[config.mk]
export PLATFORM = sky130hd
export DESIGN_NAME = multi_button_fsm
export DESIGN_NICKNAME = d
export VERILOG_FILES = /design/src/rtl/multi_button_fsm.sv
export SDC_FILE = /design/constraint.sdc
export NUM_CORES = 1
export LEC_CHECK = 0
export BUFFER_PORTS_ARGS = -buffer_cell sky130_fd_sc_hd__buf_4
export CORE_ASPECT_RATIO = 1.75
export CORE_MARGIN = 4
export CORE_UTILIZATION = 30
export CTS_CLUSTER_SIZE = 20
export DETAILED_ROUTE_END_ITERATION = 7
export HOLD_SLACK_MARGIN = 0.08
export SYNTH_ARGS = -nofsm -noshare
export SYNTH_HDL_FRONTEND = slang
export SYNTH_SLANG_ARGS = --single-unit
[constraint.sdc]
create_clock -name clk -period 3.4 [get_ports clk]
set_input_delay 0.51 -clock clk [delete_from_list [all_inputs] [get_ports clk]]
set_output_delay 0.51 -clock clk [all_outputs]
set_load 0.1 [all_outputs]
[src/rtl/multi_button_fsm.sv]
// multi_button_fsm: N_CH independent pushbutton channels. Each channel has a
// two-flop synchroniser, a four-state debounce FSM with press/release
// pulses, and a registered output in toggle or momentary mode.
// Optional feature macro: LONG_PRESS_EN (adds long_press output and a hold
// counter that flags a press held for LONG_CYCLES cycles).
module multi_button_fsm #(
    parameter int N_CH            = 4,
    parameter int DEBOUNCE_CYCLES = 3,
    parameter int CNT_W           = 16,
    parameter int LONG_CYCLES     = 50
) (
    input  logic            clk,
    input  logic            rst_n,
    input  logic [N_CH-1:0] button,
    input  logic [N_CH-1:0] mode,
    input  logic            clear,
    output logic [N_CH-1:0] stateful_button,
    output logic [N_CH-1:0] press_pulse,
    output logic [N_CH-1:0] release_pulse
`ifdef LONG_PRESS_EN
    ,
    output logic [N_CH-1:0] long_press
`endif
);

    typedef enum logic [1:0] {
        S_LOW   = 2'd0,
        S_ARM_H = 2'd1,
        S_HIGH  = 2'd2,
        S_ARM_L = 2'd3
    } state_t;

    localparam logic [CNT_W-1:0] CNT_LAST = CNT_W'(DEBOUNCE_CYCLES - 1);
    localparam logic [CNT_W-1:0] CNT_ONE  = CNT_W'(1);
    localparam logic [CNT_W-1:0] CNT_MAX  = {CNT_W{1'b1}};

    logic [N_CH-1:0]  sync1_r;
    logic [N_CH-1:0]  sync2_r;      // btn_s: the only copy used downstream
    state_t           state_r [N_CH];
    logic [CNT_W-1:0] cnt_r   [N_CH];
    logic [N_CH-1:0]  stable_r;

    logic [N_CH-1:0]  press_acc_s;
    logic [N_CH-1:0]  rel_acc_s;
    logic [N_CH-1:0]  stable_nxt_s;
    logic [N_CH-1:0]  long_acc_s;
    logic [N_CH-1:0]  out_nxt_s;

    // Two-flop synchroniser for the raw asynchronous button levels
    always_ff @(posedge clk or negedge rst_n) begin
        if (!rst_n) begin
            sync1_r <= '0;
            sync2_r <= '0;
        end else begin
            sync1_r <= button;
            sync2_r <= sync1_r;
        end
    end

    // Acceptance of a level change in this cycle and the resulting stable level
    always_comb begin
        press_acc_s  = '0;
        rel_acc_s    = '0;
        stable_nxt_s = stable_r;
        for (int i = 0; i < N_CH; i++) begin
            press_acc_s[i] = (state_r[i] == S_ARM_H) && sync2_r[i] && (cnt_r[i] == CNT_LAST);
            rel_acc_s[i]   = (state_r[i] == S_ARM_L) && !sync2_r[i] && (cnt_r[i] == CNT_LAST);
            if (press_acc_s[i]) begin
                stable_nxt_s[i] = 1'b1;
            end else if (rel_acc_s[i]) begin
                stable_nxt_s[i] = 1'b0;
            end else begin
                stable_nxt_s[i] = stable_r[i];
            end
        end
    end

    // Next output value: momentary follows stable; toggle flips on press,
    // with clear and long press both forcing the toggle state low
    always_comb begin
        out_nxt_s = stateful_button;
        for (int i = 0; i < N_CH; i++) begin
            if (mode[i]) begin
                out_nxt_s[i] = stable_nxt_s[i];
            end else if (clear || long_acc_s[i]) begin
                out_nxt_s[i] = 1'b0;
            end else if (press_acc_s[i]) begin
                out_nxt_s[i] = ~stateful_button[i];
            end else begin
                out_nxt_s[i] = stateful_button[i];
            end
        end
    end

    // Per-channel debounce FSM with registered pulses and output state
    always_ff @(posedge clk or negedge rst_n) begin
        if (!rst_n) begin
            for (int i = 0; i < N_CH; i++) begin
                state_r[i] <= S_LOW;
                cnt_r[i]   <= '0;
            end
            stable_r        <= '0;
            press_pulse     <= '0;
            release_pulse   <= '0;
            stateful_button <= '0;
        end else begin
            stable_r        <= stable_nxt_s;
            press_pulse     <= press_acc_s;
            release_pulse   <= rel_acc_s;
            stateful_button <= out_nxt_s;
            for (int i = 0; i < N_CH; i++) begin
                case (state_r[i])
                    S_LOW: begin
                        if (sync2_r[i]) begin
                            state_r[i] <= S_ARM_H;
                            cnt_r[i]   <= CNT_ONE;
                        end else begin
                            state_r[i] <= S_LOW;
                            cnt_r[i]   <= '0;
                        end
                    end
                    S_ARM_H: begin
                        if (!sync2_r[i]) begin
                            state_r[i] <= S_LOW;
                            cnt_r[i]   <= '0;
                        end else if (cnt_r[i] == CNT_LAST) begin
                            state_r[i] <= S_HIGH;
                            cnt_r[i]   <= '0;
                        end else begin
                            state_r[i] <= S_ARM_H;
                            // saturating increment; CNT_LAST is hit first anyway
                            cnt_r[i]   <= (cnt_r[i] == CNT_MAX) ? cnt_r[i] : cnt_r[i] + CNT_ONE;
                        end
                    end
                    S_HIGH: begin
                        if (!sync2_r[i]) begin
                            state_r[i] <= S_ARM_L;
                            cnt_r[i]   <= CNT_ONE;
                        end else begin
                            state_r[i] <= S_HIGH;
                            cnt_r[i]   <= '0;
                        end
                    end
                    S_ARM_L: begin
                        if (sync2_r[i]) begin
                            state_r[i] <= S_HIGH;
                            cnt_r[i]   <= '0;
                        end else if (cnt_r[i] == CNT_LAST) begin
                            state_r[i] <= S_LOW;
                            cnt_r[i]   <= '0;
                        end else begin
                            state_r[i] <= S_ARM_L;
                            cnt_r[i]   <= (cnt_r[i] == CNT_MAX) ? cnt_r[i] : cnt_r[i] + CNT_ONE;
                        end
                    end
                    default: begin
                        state_r[i] <= S_LOW;
                        cnt_r[i]   <= '0;
                    end
                endcase
            end
        end
    end

`ifdef LONG_PRESS_EN
    localparam int               HOLD_W    = $clog2(LONG_CYCLES + 1);
    localparam logic [HOLD_W-1:0] HOLD_LAST = HOLD_W'(LONG_CYCLES - 1);
    localparam logic [HOLD_W-1:0] HOLD_ONE  = HOLD_W'(1);

    logic [HOLD_W-1:0] hold_r [N_CH];
    logic [N_CH-1:0]   long_done_r;   // one long press per press, even across release bounce

    // Long-press fires on the cycle the hold count reaches LONG_CYCLES
    always_comb begin
        long_acc_s = '0;
        for (int i = 0; i < N_CH; i++) begin
            long_acc_s[i] = (state_r[i] == S_HIGH) && !long_done_r[i] && (hold_r[i] == HOLD_LAST);
        end
    end

    // Hold counter runs only in S_HIGH; done flag clears once fully released
    always_ff @(posedge clk or negedge rst_n) begin
        if (!rst_n) begin
            for (int i = 0; i < N_CH; i++) begin
                hold_r[i] <= '0;
            end
            long_done_r <= '0;
            long_press  <= '0;
        end else begin
            long_press <= long_acc_s;
            for (int i = 0; i < N_CH; i++) begin
                if (state_r[i] == S_HIGH) begin
                    hold_r[i] <= (hold_r[i] == HOLD_LAST) ? hold_r[i] : hold_r[i] + HOLD_ONE;
                end else begin
                    hold_r[i] <= '0;
                end
                if (long_acc_s[i]) begin
                    long_done_r[i] <= 1'b1;
                end else if (state_r[i] == S_LOW) begin
                    long_done_r[i] <= 1'b0;
                end else begin
                    long_done_r[i] <= long_done_r[i];
                end
            end
        end
    end
`else
    assign long_acc_s = '0;
`endif

endmodule

======== After elaboration in Yosys (flattened, before gate mapping) ========
Cells that the tools add are included.
W data, S select, Z words.
storage, ports and cells
  logic and storage cells ................. 149
  input port bits ......................... 11
  output and inout port bits .............. 12
  register bits ........................... 96
operators by class
  reduce and logical (&&, ||, !) cells .... 28
  bitwise operators ....................... 4
  equal/unequal tests ..................... 20
  muxes and demuxes ....................... 76
  add/sub/neg operators ................... 4
operator list
  kind                     number
  $mux W16                 16
  $pmux W16 S4             4
  $add A16 B1 Y16 const B  4
  $eq A16 B16 Y1 const B   4
  $eq A16 B2 Y1 const B    4
  $mux W1                  36
  $mux W2                  16
  $pmux W2 S4              4
  $eq A2 B2 Y1 const B     8
  $logic_and A1 B1 Y1      16
  $reduce_bool A3 Y1       4
  $eq A2 B1 Y1 const B     4
  $logic_not A2 Y1         4
  $logic_not A1 Y1         4
  $not A1 Y1               4

======== Logic depth before layout (Yosys ltp) ========
Gate-level depths: netlist of run 1.
  depth in word-level cells ............... 6
  depth in mapped cells ................... 7
  gate-level depth less buffers ........... 6

======== Worst setup path before layout of run 1 ========
OpenSTA, ideal clock, no wires.
  path kind ............................... register to register
  start ................................... register cnt_r[1] in the netlist's numbering
  end ..................................... register cnt_r[12] in the netlist's numbering
  setup slack ............................. 1.504 ns
  library setup time ...................... 0.078 ns
  path buffers ............................ 1
  stages on the path, launching flop included .. 7
  clock period less this slack ............ 1.896 ns
  data arrival time ....................... 1.818 ns
  data required time ...................... 3.322 ns
  cells stage by stage .................... dfrtp_1 ha_1 nand4_2 or3_1 clkbuf_1 or4_1 a21oi_1
on the way
  longest elaborated chain between the ends .. 5
  elaborated cells on any way between the ends .. 8
  classes of those cells .................. 1 x add/sub; 2 x eq/ne; 5 x mux
ends and longest elaborated chain
  what                                                      RTL line  source
  start: declaration                                        40        logic [CNT_W-1:0] cnt_r [N_CH];
  start signal: indexed assignment                          132       cnt_r[i] <= (cnt_r[i] == CNT_MAX) ? cnt_r[i] : cnt_r[i] + CNT_ONE;
  start signal: indexed assignment                          153       cnt_r[i] <= (cnt_r[i] == CNT_MAX) ? cnt_r[i] : cnt_r[i] + CNT_ONE;
  $add A16 B1 Y16 / $eq A16 B16 Y1 (equally long branches)  132, 153
  $mux W16                                                  132, 153
  $mux W16 *                                                126, 148
  $mux W16, on equally long branches                        145, 123
  $pmux W16 S4 *                                            112       case (state_r[i])
Mark *: on every way between the ends. The rest lies on a longest branch, timed or not.
A chain may end at the register's enable or synchronous reset.

======== Worst setup path in the final report of run 1 ========
  start ................................... register cnt_r[16] in the netlist's numbering
  end ..................................... register cnt_r[26] in the netlist's numbering
The elaborated chain is that of the path after synthesis.

==> results of run 1 <==
## per-stage QoR
stage / utilization [%] / hold WS, ns / std cells
after global placement: 32.71 / 0.3341 / 780
after CTS: 34.51 / 0.2665 / 795
final: 34.51 / 0.2749 / 795
after detailed placement: 32.71 / 0.3347 / 780
after floorplan: - / 0.2144 / 541
after global routing: 34.51 / 0.2588 / 795
## where the power goes
group	total (mW)	internal [mW]	switching, mW
Sequential	1.38	1.26	0.118
Combinational	0.791	0.259	0.532
Clock	1.05	0.608	0.445
## metal layers
metal  share of wire [%]  global-route usage [%]
met1                  42                   15.19
met2                  51                   22.41
met3                 3.7                   2.726
met4                 3.3                   6.926
met5                   0                       0
## worst max path at each step
stage | cells after the start | slack, ns | endpoint
floorplan | 6 | 1.50 | cnt_r[12]
global route | 6 | 0.86 | cnt_r[24]
CTS | 6 | 1.11 | cnt_r[26]
global placement | 6 | 1.24 | cnt_r[2]
detailed placement | 6 | 1.12 | cnt_r[7]
finish | 6 | 1.13 | cnt_r[26]
## final cells by class
cell class / instances / share of cell area, %
inverter: 24 / 1.533
clock buffer: 11 / 4.302
sequential: 96 / 40.89
clock inverter: 4 / 0.9157
timing repair buffer: 25 / 3.194
multi-input combinational: 408 / 44.34
tap: 227 / 4.834
## worst register-to-register path, stage by stage, from the launching register on
cell	delay (ns)
dfrtp_1	0.42
inv_1	0.10
ha_1	0.16
nor4b_1	0.23
nand4_1	0.55
nand2_1	0.56
nor3_1	0.12
## state kept, by name, indices dropped and copies added (netlist names)
name / count
stateful_button: 4
sync1_r: 4
state_r: 8
stable_r: 4
sync2_r: 4
cnt_r: 64
release_pulse: 4
press_pulse: 4
## cells by family (layout without fill, tap and decap cells)
group / count (synthesis) / in the layout
fa+ha+maj: 9 / 9
simple gates: 252 / 252
buf+inv: 37 / 64
xor+xnor: 4 / 4
flops: 96 / 96
compound gates: 124 / 124
mux: 19 / 19
## Yosys cell counts, drive strengths merged, types with 3 or more instances
| cell type | count | area, um^2 |
|---|---|---|
| a21oi | 49 | 245.2 |
| ha | 8 | 100.1 |
| a311oi | 4 | 35.03 |
| a31oi | 5 | 31.28 |
| nor2b | 6 | 37.54 |
| and2 | 4 | 25.03 |
| a2bb2oi | 3 | 26.28 |
| nand2b | 6 | 37.54 |
| or4 | 16 | 123.9 |
| o21ai | 10 | 50.05 |
| xnor2 | 3 | 26.28 |
| nand2 | 33 | 123.9 |
| o41ai | 6 | 52.55 |
| and3b | 3 | 26.28 |
| buf | 3 | 26.27 |
| a211oi | 14 | 105.1 |
| or3 | 5 | 31.28 |
| o211ai | 4 | 30.03 |
| nand3 | 38 | 190.2 |
| and4 | 9 | 80.08 |
| nor4b | 8 | 70.07 |
| nor3 | 35 | 185.2 |
| nor2 | 30 | 112.6 |
| dfrtp | 96 | 2402 |
| nor4 | 16 | 100.1 |
| mux2 | 3 | 33.78 |
| nand3b | 10 | 75.07 |
| o31a | 3 | 26.28 |
| o31ai | 15 | 112.6 |
| inv | 24 | 90.09 |
| mux2i | 16 | 160.2 |
| clkbuf | 8 | 30.03 |
| nand4 | 20 | 146.4 |
| and3 | 7 | 43.79 |
==> reports/metrics.yaml, run 1 <==
status: "complete, no violations"
clock-sinks: 96
holdPathEnd: "sync1_r[1]"
final_common_cell: "dfrtp_1"
fin_area_mm2: 0.005876
drc: 0
totalWireLength_mm: 12.16
area_growth_pct: 12.59
ioPinCount: 23
cp_cell_sequence: "inv_1, ha_1, nor4b_1, nand4_1, nand2_1, nor3_1"
antenna_cells: 0
cts_made_buffers: 9
ant_nets: 0
initial_core_util_pct: 30.65
period_share_pct: 66.64
synth_edf_count: 0
criticalPathCategory: "reg2reg"
drive_above_1_share_pct: 9.507
cp_top_family: "simple AND/OR/NAND/NOR gates"
p_leak_nw: 2.253
endpoint_kind: "flip-flop"
drtIter0Drc: 211
path_buf_inv: 1
hold_start: "button[1]"
cp_data_arrival_time_ns: 2.48
synth.distinct_cells: 55
via_count: 4434
ir_worst_vdd_v: 0.0002316
netlist_area_mm2: 0.005219
slew_violations: 0
worstMarginPinSlew_ns: 0.9638
synth.avg_cell_area_um2: 9.646
synth-seq-cells: 96
cts_root_buffer: "clkbuf_16"
synth_fa_ha_area_share_pct: 2.110
grt_max_degree: 77
insertion_delay_ns: 0.35
hold_class: "in2reg"
fmax_mhz: 441.3
post-route-min-period_ns: 2.266
tritoncts: "built"
die_h_um: 182.5
hold_depth: 1
async_flop_share_pct: 100.0
max-clock-path-buffers: 2
finalSetupViolations: 0
crit_fanout: 17
n_fill_cell: 1776
final_cell_mix: "96 x dfrtp_1, 49 x a21oi_1, 38 x nand3_1"
ys_seq_area_share_pct: 46.03
core-area_mm2: 0.01703
cp.required_ns: 3.62
tns_ns: 0
design.die.area_mm2: 0.01965
r2r_end: "cnt_r[26]"
finalNetCount: 583
rows: 63
synth.net_count: 560
detail_route.vias_per_cell: 5.577
dp_worst_setup_slack_ns: 1.118
post-dp-hpwl_mm: 8.805
path_clk_slew_ns: 0.07
grt_overflow: 0
critPathMaxStageDelay_ns: 0.56
power_mw: 3.222
cts_setup_buffers: 0
grt_pass1_vias: 4497
skew_ns: 0.009012
worst_r2r_startpoint: "cnt_r[16]"
yosysWarnings: 0
synth_top_family_by_area: "simple AND/OR/NAND/NOR gates"
critPathLaunch: "cnt_r[16]"
seqCellArea_mm2: 0.002402
maxCapViolCount: 0
multi_input_area_mm2: 0.002605
critPathSlowestCell: "nand2_1"
gr-usage-all-layers_pct: 13.11
holdBufCountCts: 0
wl_per_cell_um: 15.29
die_x_um: 107.7
synth-xor-area-share_pct: 0.6713
synth_ff_type: "dfrtp_1"
start_kind: "flip-flop"
dr.pass1.iters: 4
finalHoldViolations: 0
grt_setup_unrepaired: "false"
synth_compound_area_share_pct: 15.46
routabilityCongestion: 0.8772
synthSimpleGateAreaFrac_pct: 27.95
grt_pass1_wl_mm: 21.24
p_per_area_mw_per_mm2: 548.4
reg2reg_depth: 6
max_slew_margin_pct: 35.25
muxShareOfSynthArea_pct: 3.716
place_area_mm2: 0.005569
reg2reg_setup_slack_ns: 1.13
antenna_found_initial: 0
cts_max_level: 3
fin_ws_ns: 1.134
cts_resized: 0
netlist_instances: 541
io_buffers: 22
Note: power is estimated with default switching activity, not from simulation.
==> run 2: changes to the inputs <==
==> constraint.sdc (replaced) <==
create_clock -name clk -period 2.2 [get_ports clk]
set_input_delay 0.33 -clock clk [delete_from_list [all_inputs] [get_ports clk]]
set_output_delay 0.33 -clock clk [all_outputs]
set_load 0.1 [all_outputs]
==> reports/metrics.yaml, run 2 (synthesized netlist as in run 1, its figures left out) <==
crit_fanout: 4
p_leak_nw: 2.330
cts_root_buffer: "clkbuf_16"
top_register: "cnt_r"
wl_per_cell_um: 15.49
maxCapViolCount: 0
cts_setup_buffers: 0
finalSetupViolations: 0
max-clock-path-buffers: 2
tns_ns: 0
totalWireLength_mm: 12.53
drc: 0
insertion_delay_ns: 0.34
die_h_um: 182.5
cts_max_level: 3
die_x_um: 107.7
reg_top3: "cnt_r: 64 flops, state_r: 8 flops"
fmax_mhz: 496.8
path_buf_inv: 1
via_count: 4547
drtIter0Drc: 226
hold_class: "in2reg"
initial_core_util_pct: 30.65
gr-usage-all-layers_pct: 13.16
path_clk_slew_ns: 0.06
endpoint_kind: "flip-flop"
status: "complete, no violations"
skew_ns: 0.007957
slew_violations: 0
grt_overflow: 0
clock-sinks: 96
largest_register_ffs: 64
area_growth_pct: 14.84
post-dp-hpwl_mm: 9.085
cp.required_ns: 2.44
cp_data_arrival_time_ns: 2.25
final_common_cell: "dfrtp_1"
cts_made_buffers: 9
p_per_area_mw_per_mm2: 836.7
cp_top_family: "simple AND/OR/NAND/NOR gates"
drive_above_1_share_pct: 11.34
antenna_cells: 0
io_buffers: 22
start_kind: "flip-flop"
tritoncts: "built"
criticalPathCategory: "reg2reg"
cp_cell_sequence: "inv_1, ha_1, nor4b_1, nand4_1, o31a_1, a211oi_1"
max_slew_margin_pct: 54.95
routabilityCongestion: 0.8783
rows: 63
critPathSlowestCell: "dfrtp_1"
final_cell_mix: "96 x dfrtp_1, 49 x a21oi_1, 38 x nand3_1"
power_mw: 5.014
grt_pass1_wl_mm: 21.21
finalHoldViolations: 0
detail_route.vias_per_cell: 5.621
core-area_mm2: 0.01703
ir_worst_vdd_v: 0.0003430
ioPinCount: 23
critPathMaxStageDelay_ns: 0.41
finalNetCount: 597
antenna_found_initial: 0
grt_max_degree: 54
grt_pass1_vias: 4554
design.die.area_mm2: 0.01965
dr.pass1.iters: 4
worstMarginPinSlew_ns: 0.6732
n_fill_cell: 1782
ant_nets: 0
period_share_pct: 91.49
post-route-min-period_ns: 2.013
grt_setup_unrepaired: "false"
==> run 2: area by class of cell <==
type,count,area [um^2],share of cell area (%)
multi-input combinational,408,2610,43.55
timing repair buffer,39,307.8,5.136
clock inverter,2,38.79,0.6472
tap,227,284.0,4.739
sequential,96,2402,40.08
clock buffer,13,260.3,4.342
inverter,24,90.09,1.503
==> run 2: routing by layer <==
metal / share of wire, % / up-vias / wire, um / GRT usage [%]
li1: - / 2163 / - / -
met4: 2.9 / 0 / 361 / 6.421
met3: 3.5 / 32 / 441 / 2.301
met2: 53 / 132 / 6589 / 23.13
met5: 0 / - / 0 / 0
met1: 41 / 2220 / 5137 / 15.17
==> run 2: path summary, 6_finish.rpt <==
| path | start | to | slack [ns] | depth (start not counted) |
|---|---|---|---|---|
| min reg2reg | sync1_r[3] | sync2_r[3] | 0.35 | 0 |
| min in group asynchronous | rst_n | cnt_r[27] | 0.35 | 2 |
| max | cnt_r[0] | stateful_button[3] | 0.19 | 6 |
| min | button[2] | sync1_r[2] | 0.1 | 1 |
| max reg2reg | cnt_r[0] | stateful_button[3] | 0.19 | 6 |
| max in group asynchronous | rst_n | cnt_r[56] | 1.15 | 3 |
==> run 2: report_power, final <==
group	internal, mW	switching (mW)	leakage [nW]	total, mW
Sequential	1.95	0.175	1.29	2.12
Clock	0.941	0.659	0.146	1.60
Combinational	0.455	0.838	0.895	1.29
Total	3.34	1.67	2.33	5.01
==> run 2: repair_timing <==
item | in CTS | in global routing
setup endpoints to repair | 0 | 1
hold buffers | 1 | 0
gates resized for setup | 0 | 1
hold endpoints to repair | 59 | 0
==> run 2: stage by stage <==
| step | util, % | cell area (um^2) | instances | setup WS, ns | hold slack [ns] |
|---|---|---|---|---|---|
| finish | 35.20 | 5993 | 809 | 0.1871 | 0.09512 |
| global route | 35.20 | 5993 | 809 | 0.07082 | 0.08271 |
| CTS | 35.17 | 5988 | 809 | 0.1551 | 0.08125 |
| detailed placement | 33.36 | 5679 | 793 | 0.1818 | 0.1611 |
| global placement | 33.36 | 5679 | 793 | 0.2360 | 0.1604 |
| floorplan | - | 5219 | 541 | 0.3041 | 0.03441 |
==> run 3: changes to the inputs <==
--- a/config.mk
+++ b/config.mk
@@ -12,6 +12,9 @@
 export CTS_CLUSTER_SIZE = 20
 export DETAILED_ROUTE_END_ITERATION = 7
 export HOLD_SLACK_MARGIN = 0.08
+export PLACE_DENSITY = 0.46
+export SLEW_MARGIN = 20
 export SYNTH_ARGS = -nofsm -noshare
 export SYNTH_HDL_FRONTEND = slang
 export SYNTH_SLANG_ARGS = --single-unit
+export TNS_END_PERCENT = 30
==> reports/metrics.yaml, run 3 (synthesized netlist as in run 1, its figures left out) <==
status: "complete, no violations"
top_register: "cnt_r"
cts_max_level: 3
p_leak_nw: 2.357
p_per_area_mw_per_mm2: 844.9
cts_root_buffer: "clkbuf_16"
wl_per_cell_um: 15.83
start_kind: "flip-flop"
via_count: 4458
finalHoldViolations: 0
r2r_end: "cnt_r[14]"
max_slew_margin_pct: 60.67
detail_route.vias_per_cell: 5.470
fin_ws_ns: 0.1401
area_growth_pct: 16.06
grt_setup_unrepaired: "false"
drive_above_1_share_pct: 11.90
cts_made_buffers: 9
dr.pass1.iters: 4
post-route-min-period_ns: 2.060
endpoint_kind: "flip-flop"
rows: 63
max-clock-path-buffers: 2
n_fill_cell: 1763
largest_register_ffs: 64
switchingPower_mw: 1.707
place_area_mm2: 0.005694
fin_area_mm2: 0.006057
seqCellArea_mm2: 0.002402
worst_r2r_startpoint: "cnt_r[1]"
path_clk_slew_ns: 0.07
drtIter0Drc: 157
multi_input_area_mm2: 0.002608
fin_cells: 815
reg2reg_setup_slack_ns: 0.14
worstMarginPinSlew_ns: 0.5868
final_cell_mix: "96 x dfrtp_1, 49 x a21oi_1, 39 x buf_4"
grt_pass1_wl_mm: 22.17
dp_cells: 795
fmax_mhz: 485.5
totalWireLength_mm: 12.90
tns_ns: 0
grt_overflow: 0
fin_hold_ws_ns: 0.2842
hold_class: "in2reg"
cp.required_ns: 2.46
skew_ns: 0.008417
pwr-share-comb_pct: 25.9
core-area_mm2: 0.01703
design.die.area_mm2: 0.01965
tritoncts: "built"
criticalPathCategory: "reg2reg"
post-dp-hpwl_mm: 9.603
p_seq_share_pct: 41.6
antenna_cells: 0
dp_worst_setup_slack_ns: 0.1567
clock-sinks: 96
gr-usage-all-layers_pct: 13.97
io_buffers: 22
p_int_mw: 3.411
hold_depth: 3
grt_max_degree: 46
drc: 0
routabilityCongestion: 0.8605
maxCapViolCount: 0
cp_data_arrival_time_ns: 2.32
reg_top3: "cnt_r: 64 flops, state_r: 8 flops"
reg2reg_depth: 5
grt_pass1_vias: 4480
swShare_pct: 33.35
holdPathEnd: "stateful_button[2]"
finalSetupViolations: 0
finalNetCount: 603
final_common_cell: "dfrtp_1"
slew_violations: 0
ant_nets: 0
antenna_found_initial: 0
period_share_pct: 93.63
hold_start: "mode[2]"
ioPinCount: 23
die_h_um: 182.5
clkPwrFrac_pct: 32.5
die_x_um: 107.7
insertion_delay_ns: 0.34
crit_fanout: 7
initial_core_util_pct: 30.65
ir_worst_vdd_v: 0.0003768
-- run 3: changes by cell type in the layout (fill, tap and decap cells not counted), moves of 2 or more --
cell,change
buf_4,+2
clkbuf_1,-2
clkbuf_8,-2
clkinv_2,+2
clkinvlp_4,+2
dlygate4sd3_1,+4
-- run 3: worst max path at each step --
stage	start	slack (ns)	to	depth (start not counted)
global placement	cnt_r[1]	0.21	cnt_r[14]	5
floorplan	cnt_r[1]	0.30	cnt_r[12]	6
CTS	cnt_r[1]	0.13	cnt_r[14]	5
finish	cnt_r[1]	0.14	cnt_r[14]	5
detailed placement	cnt_r[1]	0.16	cnt_r[14]	5
global route	cnt_r[48]	0.007	stateful_button[0]	6
-- run 3: layout make-up --
cell class,count,share of cell area [%]
clock buffers,9,3.718
clock inverters,6,1.405
inverters,24,1.487
multi-input cells,408,43.05
flip-flops and latches,96,39.66
well taps,227,4.689
repair buffers,45,5.990
-- run 3: per-layer routing --
layer  share of wire (%)  up-vias  global-route usage (%)
met5                   0        -                       0
met4                 2.5        0                   5.561
met3                 2.3       22                   2.159
met2                  55       66                   25.95
met1                  41     2195                   15.59
li1                    -     2175                       -
-- run 3: stage by stage --
step	total power, mW	utilization, %
2_1_floorplan	3.089	-
3_3_place_gp	3.457	33.44
3_5_place_dp	3.489	33.44
4_1_cts	5.204	35.44
5_1_grt	5.459	35.57
6_report	5.118	35.57
-- run 3: worst max-delay path: stages, from the launching register on --
cell     delay, ns
dfrtp_1       0.40
ha_1          0.24
nand4_2       0.18
or3_1         0.50
or4_1         0.50
a21oi_1       0.16
-- run 3: timing repair --
item	in CTS	in global routing
hold endpoints to repair	34	2
buffers inserted	0	0
endpoints found under the setup margin	0	2
resized for setup	0	1
hold buffers	3	2
-- run 3: power by group through the flow --
stage	sequential, mW	clock (mW)	combinational, mW
CTS	2.13	1.74	1.34
detailed placement	2.16	0	1.33
floorplan	2.26	0	0.824
global route	2.16	1.81	1.49
global placement	2.15	0	1.30
finish	2.13	1.66	1.33
